**src/rtl/hazard_stall_unit_if.sv**
```systemverilog
// Pipeline hazard control bundle: ID/EX/MEM hazard inputs and the stall/flush
// controls plus event counters returned by the hazard unit.
interface hazard_stall_unit_if #(
    parameter int CNT_W = 16
);
    logic [5:0]       IF_ID_opCode;
    logic [4:0]       IF_ID_rs;
    logic [4:0]       IF_ID_rt;
    logic             ID_EX_memRead;
    logic [4:0]       ID_EX_rt;
    logic             EX_MEM_branch;
    logic             EX_MEM_zero;

    logic             stallSignal;
    logic             pcWrite;
    logic             IF_ID_write;
    logic             IF_ID_flush;
    logic             ID_EX_flush;
    logic             EX_MEM_flush;
    logic [CNT_W-1:0] stallCount;
    logic [CNT_W-1:0] flushCount;

    modport master (
        output IF_ID_opCode, IF_ID_rs, IF_ID_rt, ID_EX_memRead, ID_EX_rt,
               EX_MEM_branch, EX_MEM_zero,
        input  stallSignal, pcWrite, IF_ID_write, IF_ID_flush, ID_EX_flush,
               EX_MEM_flush, stallCount, flushCount
    );

    modport slave (
        input  IF_ID_opCode, IF_ID_rs, IF_ID_rt, ID_EX_memRead, ID_EX_rt,
               EX_MEM_branch, EX_MEM_zero,
        output stallSignal, pcWrite, IF_ID_write, IF_ID_flush, ID_EX_flush,
               EX_MEM_flush, stallCount, flushCount
    );
endinterface

```
**src/rtl/hazard_stall_unit.sv**
```systemverilog
// Load-use stall and taken-branch flush controller for a 5-stage pipeline,
// with saturating counters of issued stalls and flushes.
//
// state | meaning
// RUN   | normal issue; stalls and flushes may be raised
// STALL | one load-use bubble already inserted; loadUse ignored this cycle
// FLUSH | MEM was just flushed; branchTaken ignored, loadUse still honoured
module hazard_stall_unit #(
    parameter int CNT_W = 16
) (
    input  logic                clk,
    input  logic                reset,
    hazard_stall_unit_if.slave  hz
);

    typedef enum logic [1:0] {
        RUN   = 2'd0,
        STALL = 2'd1,
        FLUSH = 2'd2
    } state_e;

    state_e           state_q, state_d;
    logic [CNT_W-1:0] stall_cnt_q, stall_cnt_d;
    logic [CNT_W-1:0] flush_cnt_q, flush_cnt_d;

    logic rt_used;
    logic load_use;
    logic branch_taken;

    logic stall_sig;
    logic pc_write;
    logic if_id_write;
    logic if_id_flush;
    logic id_ex_flush;
    logic ex_mem_flush;

    // lw (35) writes rt rather than reading it, so it never makes rt a source
    always_comb begin
        rt_used = 1'b0;
        case (hz.IF_ID_opCode)
            6'd0, 6'd43, 6'd4: rt_used = 1'b1;
            default:           rt_used = 1'b0;
        endcase
    end

    assign load_use = hz.ID_EX_memRead && (hz.ID_EX_rt != 5'd0) &&
                      ((hz.ID_EX_rt == hz.IF_ID_rs) ||
                       (rt_used && (hz.ID_EX_rt == hz.IF_ID_rt)));

    assign branch_taken = hz.EX_MEM_branch && hz.EX_MEM_zero;

    always_ff @(posedge clk) begin
        if (reset) begin
            state_q     <= RUN;
            stall_cnt_q <= '0;
            flush_cnt_q <= '0;
        end else begin
            state_q     <= state_d;
            stall_cnt_q <= stall_cnt_d;
            flush_cnt_q <= flush_cnt_d;
        end
    end

    always_comb begin
        state_d      = state_q;
        stall_sig    = 1'b0;
        pc_write     = 1'b1;
        if_id_write  = 1'b1;
        if_id_flush  = 1'b0;
        id_ex_flush  = 1'b0;
        ex_mem_flush = 1'b0;

        case (state_q)
            RUN: begin
                if (branch_taken)  state_d = FLUSH;
                else if (load_use) state_d = STALL;
                else               state_d = RUN;
            end
            STALL: begin
                if (branch_taken) state_d = FLUSH;
                else              state_d = RUN;
            end
            FLUSH:   state_d = RUN;
            default: state_d = RUN;
        endcase

        // A taken branch squashes the younger instructions, so it beats a stall
        if (branch_taken && (state_q != FLUSH)) begin
            if_id_flush  = 1'b1;
            id_ex_flush  = 1'b1;
            ex_mem_flush = 1'b1;
        end else if (load_use && (state_q != STALL)) begin
            stall_sig   = 1'b1;
            pc_write    = 1'b0;
            if_id_write = 1'b0;
            id_ex_flush = 1'b1;
        end

        if (reset) begin
            stall_sig    = 1'b0;
            pc_write     = 1'b0;
            if_id_write  = 1'b0;
            if_id_flush  = 1'b1;
            id_ex_flush  = 1'b1;
            ex_mem_flush = 1'b1;
        end
    end

    always_comb begin
        stall_cnt_d = stall_cnt_q;
        flush_cnt_d = flush_cnt_q;
        if (stall_sig && (stall_cnt_q != {CNT_W{1'b1}})) begin
            stall_cnt_d = stall_cnt_q + 1'b1;
        end
        if (ex_mem_flush && !reset && (flush_cnt_q != {CNT_W{1'b1}})) begin
            flush_cnt_d = flush_cnt_q + 1'b1;
        end
    end

    assign hz.stallSignal  = stall_sig;
    assign hz.pcWrite      = pc_write;
    assign hz.IF_ID_write  = if_id_write;
    assign hz.IF_ID_flush  = if_id_flush;
    assign hz.ID_EX_flush  = id_ex_flush;
    assign hz.EX_MEM_flush = ex_mem_flush;
    assign hz.stallCount   = stall_cnt_q;
    assign hz.flushCount   = flush_cnt_q;

endmodule
```
**src/flat_wrapper.sv**
```systemverilog
// flat-port wrapper written by rule: the top's interface ports become plain ports
module hazard_stall_unit_flat 
#(
    parameter int CNT_W = 16
)
  (clk, reset, hz_IF_ID_opCode, hz_IF_ID_rs, hz_IF_ID_rt, hz_ID_EX_memRead, hz_ID_EX_rt, hz_EX_MEM_branch, hz_EX_MEM_zero, hz_stallSignal, hz_pcWrite, hz_IF_ID_write, hz_IF_ID_flush, hz_ID_EX_flush, hz_EX_MEM_flush, hz_stallCount, hz_flushCount);
  hazard_stall_unit_if #(.CNT_W(CNT_W)) hz_i ();
  input  logic clk;
  input  logic reset;
  input wire logic [$bits(hz_i.IF_ID_opCode)-1:0] hz_IF_ID_opCode;
  input wire logic [$bits(hz_i.IF_ID_rs)-1:0] hz_IF_ID_rs;
  input wire logic [$bits(hz_i.IF_ID_rt)-1:0] hz_IF_ID_rt;
  input wire logic [$bits(hz_i.ID_EX_memRead)-1:0] hz_ID_EX_memRead;
  input wire logic [$bits(hz_i.ID_EX_rt)-1:0] hz_ID_EX_rt;
  input wire logic [$bits(hz_i.EX_MEM_branch)-1:0] hz_EX_MEM_branch;
  input wire logic [$bits(hz_i.EX_MEM_zero)-1:0] hz_EX_MEM_zero;
  output wire logic [$bits(hz_i.stallSignal)-1:0] hz_stallSignal;
  output wire logic [$bits(hz_i.pcWrite)-1:0] hz_pcWrite;
  output wire logic [$bits(hz_i.IF_ID_write)-1:0] hz_IF_ID_write;
  output wire logic [$bits(hz_i.IF_ID_flush)-1:0] hz_IF_ID_flush;
  output wire logic [$bits(hz_i.ID_EX_flush)-1:0] hz_ID_EX_flush;
  output wire logic [$bits(hz_i.EX_MEM_flush)-1:0] hz_EX_MEM_flush;
  output wire logic [$bits(hz_i.stallCount)-1:0] hz_stallCount;
  output wire logic [$bits(hz_i.flushCount)-1:0] hz_flushCount;
  assign hz_i.IF_ID_opCode = hz_IF_ID_opCode;
  assign hz_i.IF_ID_rs = hz_IF_ID_rs;
  assign hz_i.IF_ID_rt = hz_IF_ID_rt;
  assign hz_i.ID_EX_memRead = hz_ID_EX_memRead;
  assign hz_i.ID_EX_rt = hz_ID_EX_rt;
  assign hz_i.EX_MEM_branch = hz_EX_MEM_branch;
  assign hz_i.EX_MEM_zero = hz_EX_MEM_zero;
  assign hz_stallSignal = hz_i.stallSignal;
  assign hz_pcWrite = hz_i.pcWrite;
  assign hz_IF_ID_write = hz_i.IF_ID_write;
  assign hz_IF_ID_flush = hz_i.IF_ID_flush;
  assign hz_ID_EX_flush = hz_i.ID_EX_flush;
  assign hz_EX_MEM_flush = hz_i.EX_MEM_flush;
  assign hz_stallCount = hz_i.stallCount;
  assign hz_flushCount = hz_i.flushCount;
  hazard_stall_unit #(.CNT_W(CNT_W)) u_core (.clk(clk), .reset(reset), .hz(hz_i));
endmodule
```
**config.mk**
```make
export PLATFORM = sky130hd
export DESIGN_NAME = hazard_stall_unit_flat
export DESIGN_NICKNAME = d
export VERILOG_FILES = /design/src/rtl/hazard_stall_unit_if.sv /design/src/rtl/hazard_stall_unit.sv /design/src/flat_wrapper.sv
export SDC_FILE = /design/constraint.sdc
export NUM_CORES = 1
export LEC_CHECK = 0
export ABC_CLOCK_PERIOD_IN_PS = 2850
export CAP_MARGIN = 10
export CORE_ASPECT_RATIO = 1.1
export CORE_MARGIN = 2
export CORE_UTILIZATION = 30
export CTS_BUF_LIST = sky130_fd_sc_hd__clkbuf_2
export CTS_CLUSTER_SIZE = 20
export DETAILED_ROUTE_END_ITERATION = 16
export PLACE_DENSITY = 0.53
export SLEW_MARGIN = 20
export SYNTH_ARGS = -nofsm -noshare
export SYNTH_HDL_FRONTEND = slang
export SYNTH_SLANG_ARGS = --single-unit
```
**constraint.sdc**
```tcl
create_clock -name clk -period 2.85 [get_ports clk]
set_input_delay 0.57 -clock clk [delete_from_list [all_inputs] [get_ports clk]]
set_output_delay 0.57 -clock clk [all_outputs]
set_load 0.005 [all_outputs]
```
==> flow_summary.json <==
{
  "outcome": "finished, final reports clean",
  "avgSynthCellArea_um2": 8.44,
  "fin_setup_tns_ns": 0,
  "dr.pass1.iters": 4,
  "via_per_inst": 4.88,
  "fmax_ghz": 0.360,
  "dp_slack_ns": -0.359,
  "htreeDepth": 2,
  "ir_drop_mv": 0.128,
  "row_count": 29,
  "synth_xor_xnor_area_share_pct": 11.4,
  "final-seq-area_um2": 681,
  "vias": 1833,
  "synthDistinctLibCells": 41,
  "die-area_mm2": 0.00678,
  "max_slew_margin_pct": 56.8,
  "antenna_found_initial": 0,
  "drtAntennaViolNets": 0,
  "synthToLayoutAreaGrowth_pct": 46.3,
  "dp_hpwl_um": 3530,
  "drive_gt1_share_pct": 13.0,
  "seq_area_frac_synth_pct": 37.0,
  "synth_warnings": 0,
  "end_kind": "primary output",
  "num_antenna_cells": 0,
  "ys_seq_elements": 34,
  "finalClockSkew_ns": 0.00886,
  "final_cell_area_mm2": 0.00269,
  "totalPowerFinal_mw": 0.806,
  "gp_routability_congestion": 0.769,
  "die_x_um": 78.7,
  "p_leak_nw": 0.959,
  "wire_per_inst_um": 12.8,
  "synthMuxAreaShare_pct": 1.84,
  "worstPathMaxFanout": 2,
  "crit_type": "in2out",
  "drt-initial-drc-count": 75,
  "core-area_mm2": 0.00584,
  "drc": 0,
  "multi_input_area_mm2": 0.00110,
  "port-buffer-count": 63,
  "finalSetupViolCount": 0,
  "rsz0062_at_grt": "no",
  "start_util_pct": 31.5,
  "worst-endpoint-arrival_ns": 2.21,
  "synth_top_family_by_area": "simple AND/OR/NAND/NOR gates",
  "startpoint_type": "primary input",
  "synth_adder_area_share_pct": 1.36,
  "syn_inst": 218,
  "synth-simple-area-share_pct": 32.4,
  "track_usage_pct": 14.6,
  "totalWireLength_um": 4800,
  "n_fill_cell": 611,
  "fin_crit_ns": 2.78,
  "first_global_vias": 1808,
  "overflow": 0,
  "r2r_cells": 7,
  "hold-path-cell-count": 1,
  "clkLatencyLatePin_ns": 0.37,
  "nets": 326,
  "power.density_mw_per_mm2": 299,
  "dieHeight_um": 86.2,
  "syn_nets": 246,
  "synth-compound-area-share_pct": 12.5,
  "min_period_over_period_pct": 97.5,
  "grt_max_degree": 40,
  "final.setup.worst_slack_ns": 0.0726,
  "clockBufferDepth": 2,
  "maxCapViolCount": 0,
  "grt_pass1_wl_um": 7980,
  "crit_required_ns": 2.28,
  "cts-root-buf": "clkbuf_2",
  "hp-class": "reg2reg",
  "path_clk_slew_ns": 0.16,
  "hold_buffers": 0,
  "cts_num_sinks": 34,
  "drv_slew": 0,
  "pin_count": 64,
  "hold_viol": 0,
  "cts_buffers": 5,
  "syn_area_mm2": 0.00184,
  "dpl-instance-area_mm2": 0.00265,
  "tightest_slew_ns": 0.642,
  "cts_tree": "done"
}
## what timing repair did
| item | CTS | global route |
|---|---|---|
| pin swaps | 3 | 0 |
| setup buffers | 2 | 0 |
| endpoints found under the setup margin | 4 | 3 |
| gates resized for setup | 21 | 1 |
## cells in the mapped netlist (all sizes together)
| library cell | instances | area, um2 |
|---|---|---|
| mux2 | 3 | 33.8 |
| a311oi | 1 | 8.76 |
| nor2b | 5 | 31.3 |
| nor3b | 2 | 15.0 |
| a21bo | 1 | 16.3 |
| buf | 5 | 35.0 |
| or3 | 6 | 37.5 |
| o31ai | 7 | 52.6 |
| o21a | 1 | 7.51 |
| nor4b | 2 | 30.0 |
| inv | 4 | 15.0 |
| a31o | 1 | 8.76 |
| nand4 | 9 | 56.3 |
| o21bai | 1 | 7.51 |
| ha | 2 | 25.0 |
| xor2 | 18 | 158 |
| nand2 | 16 | 60.1 |
| and4 | 3 | 26.3 |
| a21oi | 12 | 60.1 |
| o311a | 1 | 10.0 |
| nor2 | 25 | 93.8 |
| or4 | 10 | 78.8 |
| a31oi | 1 | 6.26 |
| o31a | 1 | 8.76 |
| and2 | 1 | 6.26 |
| and3 | 4 | 25.0 |
| o21ai | 8 | 43.8 |
| nor3 | 5 | 25.0 |
| clkbuf | 4 | 15.0 |
| xnor2 | 6 | 52.6 |
| dfxtp | 34 | 681 |
| nor4 | 3 | 25.0 |
| nand3 | 16 | 85.1 |
## cell type report
type | instances | share of cell area, %
flip-flops and latches | 34 | 25.3
clock inverters | 2 | 0.325
repair buffers | 82 | 28.3
well taps | 77 | 3.58
multi-input cells | 171 | 40.8
clock buffers | 6 | 1.12
inverters | 4 | 0.558
## kinds of logic (layout without fill, tap and decap cells)
| family | count (synthesis) | after routing |
|---|---|---|
| flip-flops | 34 | 34 |
| adder cells (fa/ha/maj) | 2 | 2 |
| multiplexers | 3 | 3 |
| AO/OA/AOI/OAI | 35 | 35 |
| AND/OR/NAND/NOR | 107 | 107 |
| XOR/XNOR | 24 | 24 |
| buffers and inverters | 13 | 94 |
## worst paths after layout
check	from	endpoint	slack, ns
max reg2reg	u_core.hz.stallCount[0]	u_core.hz.stallCount[15]	0.70
max	hz_IF_ID_opCode[5]	hz_stallSignal	0.07
min reg2reg	u_core.state_q[0]	u_core.state_q[0]	0.46
min	u_core.state_q[0]	u_core.state_q[0]	0.46
## power by group
part / switching, mW / total [mW] / leakage [nW] / internal, mW
registers: 0.00259 / 0.481 / 0.274 / 0.478
logic: 0.0402 / 0.102 / 0.655 / 0.0618
clock network: 0.163 / 0.223 / 0.0304 / 0.0604
total: 0.206 / 0.806 / 0.959 / 0.600
## metal layers
metal	global-route usage, %	share of wire (%)
met5	0	0
met4	4.31	1.2
met2	26.0	49
met1	16.9	46
met3	4.00	4.2
## state kept, by name, indices dropped and copies added (netlist names)
name,count
u_core.hz.stallCount,16
u_core.state_q,2
u_core.hz.flushCount,16
## placed cells by master, fill, tap and decap left out, drive strengths merged, types with 7 or more instances in the layout
| cell type | n |
|---|---|
| clkdlybuf4s50 | 52 |
| nor2 | 25 |
| o21ai | 8 |
| nand4 | 9 |
| o31ai | 7 |
| dfxtp | 34 |
| xor2 | 18 |
| a21oi | 12 |
| nand2 | 16 |
| dlygate4sd2 | 7 |
| nand3 | 16 |
| buf | 21 |
| or4 | 10 |
## worst max-delay path, stage by stage
cell             delay, ns
clkdlybuf4s50_1       0.42
or4_4                 0.42
o21ai_2               0.07
nand3_2               0.12
buf_6                 0.14
a21bo_4               0.21
inv_2                 0.05
clkdlybuf4s15_2       0.20
## through the flow
step	hold WS (ns)	cells	utilization [%]
floorplan	0.412	218	-
global placement	0.433	366	45.3
detailed placement	0.430	366	45.3
CTS	0.455	376	46.0
global route	0.484	376	46.1
finish	0.460	376	46.1
(Power assumes the default switching activity.)
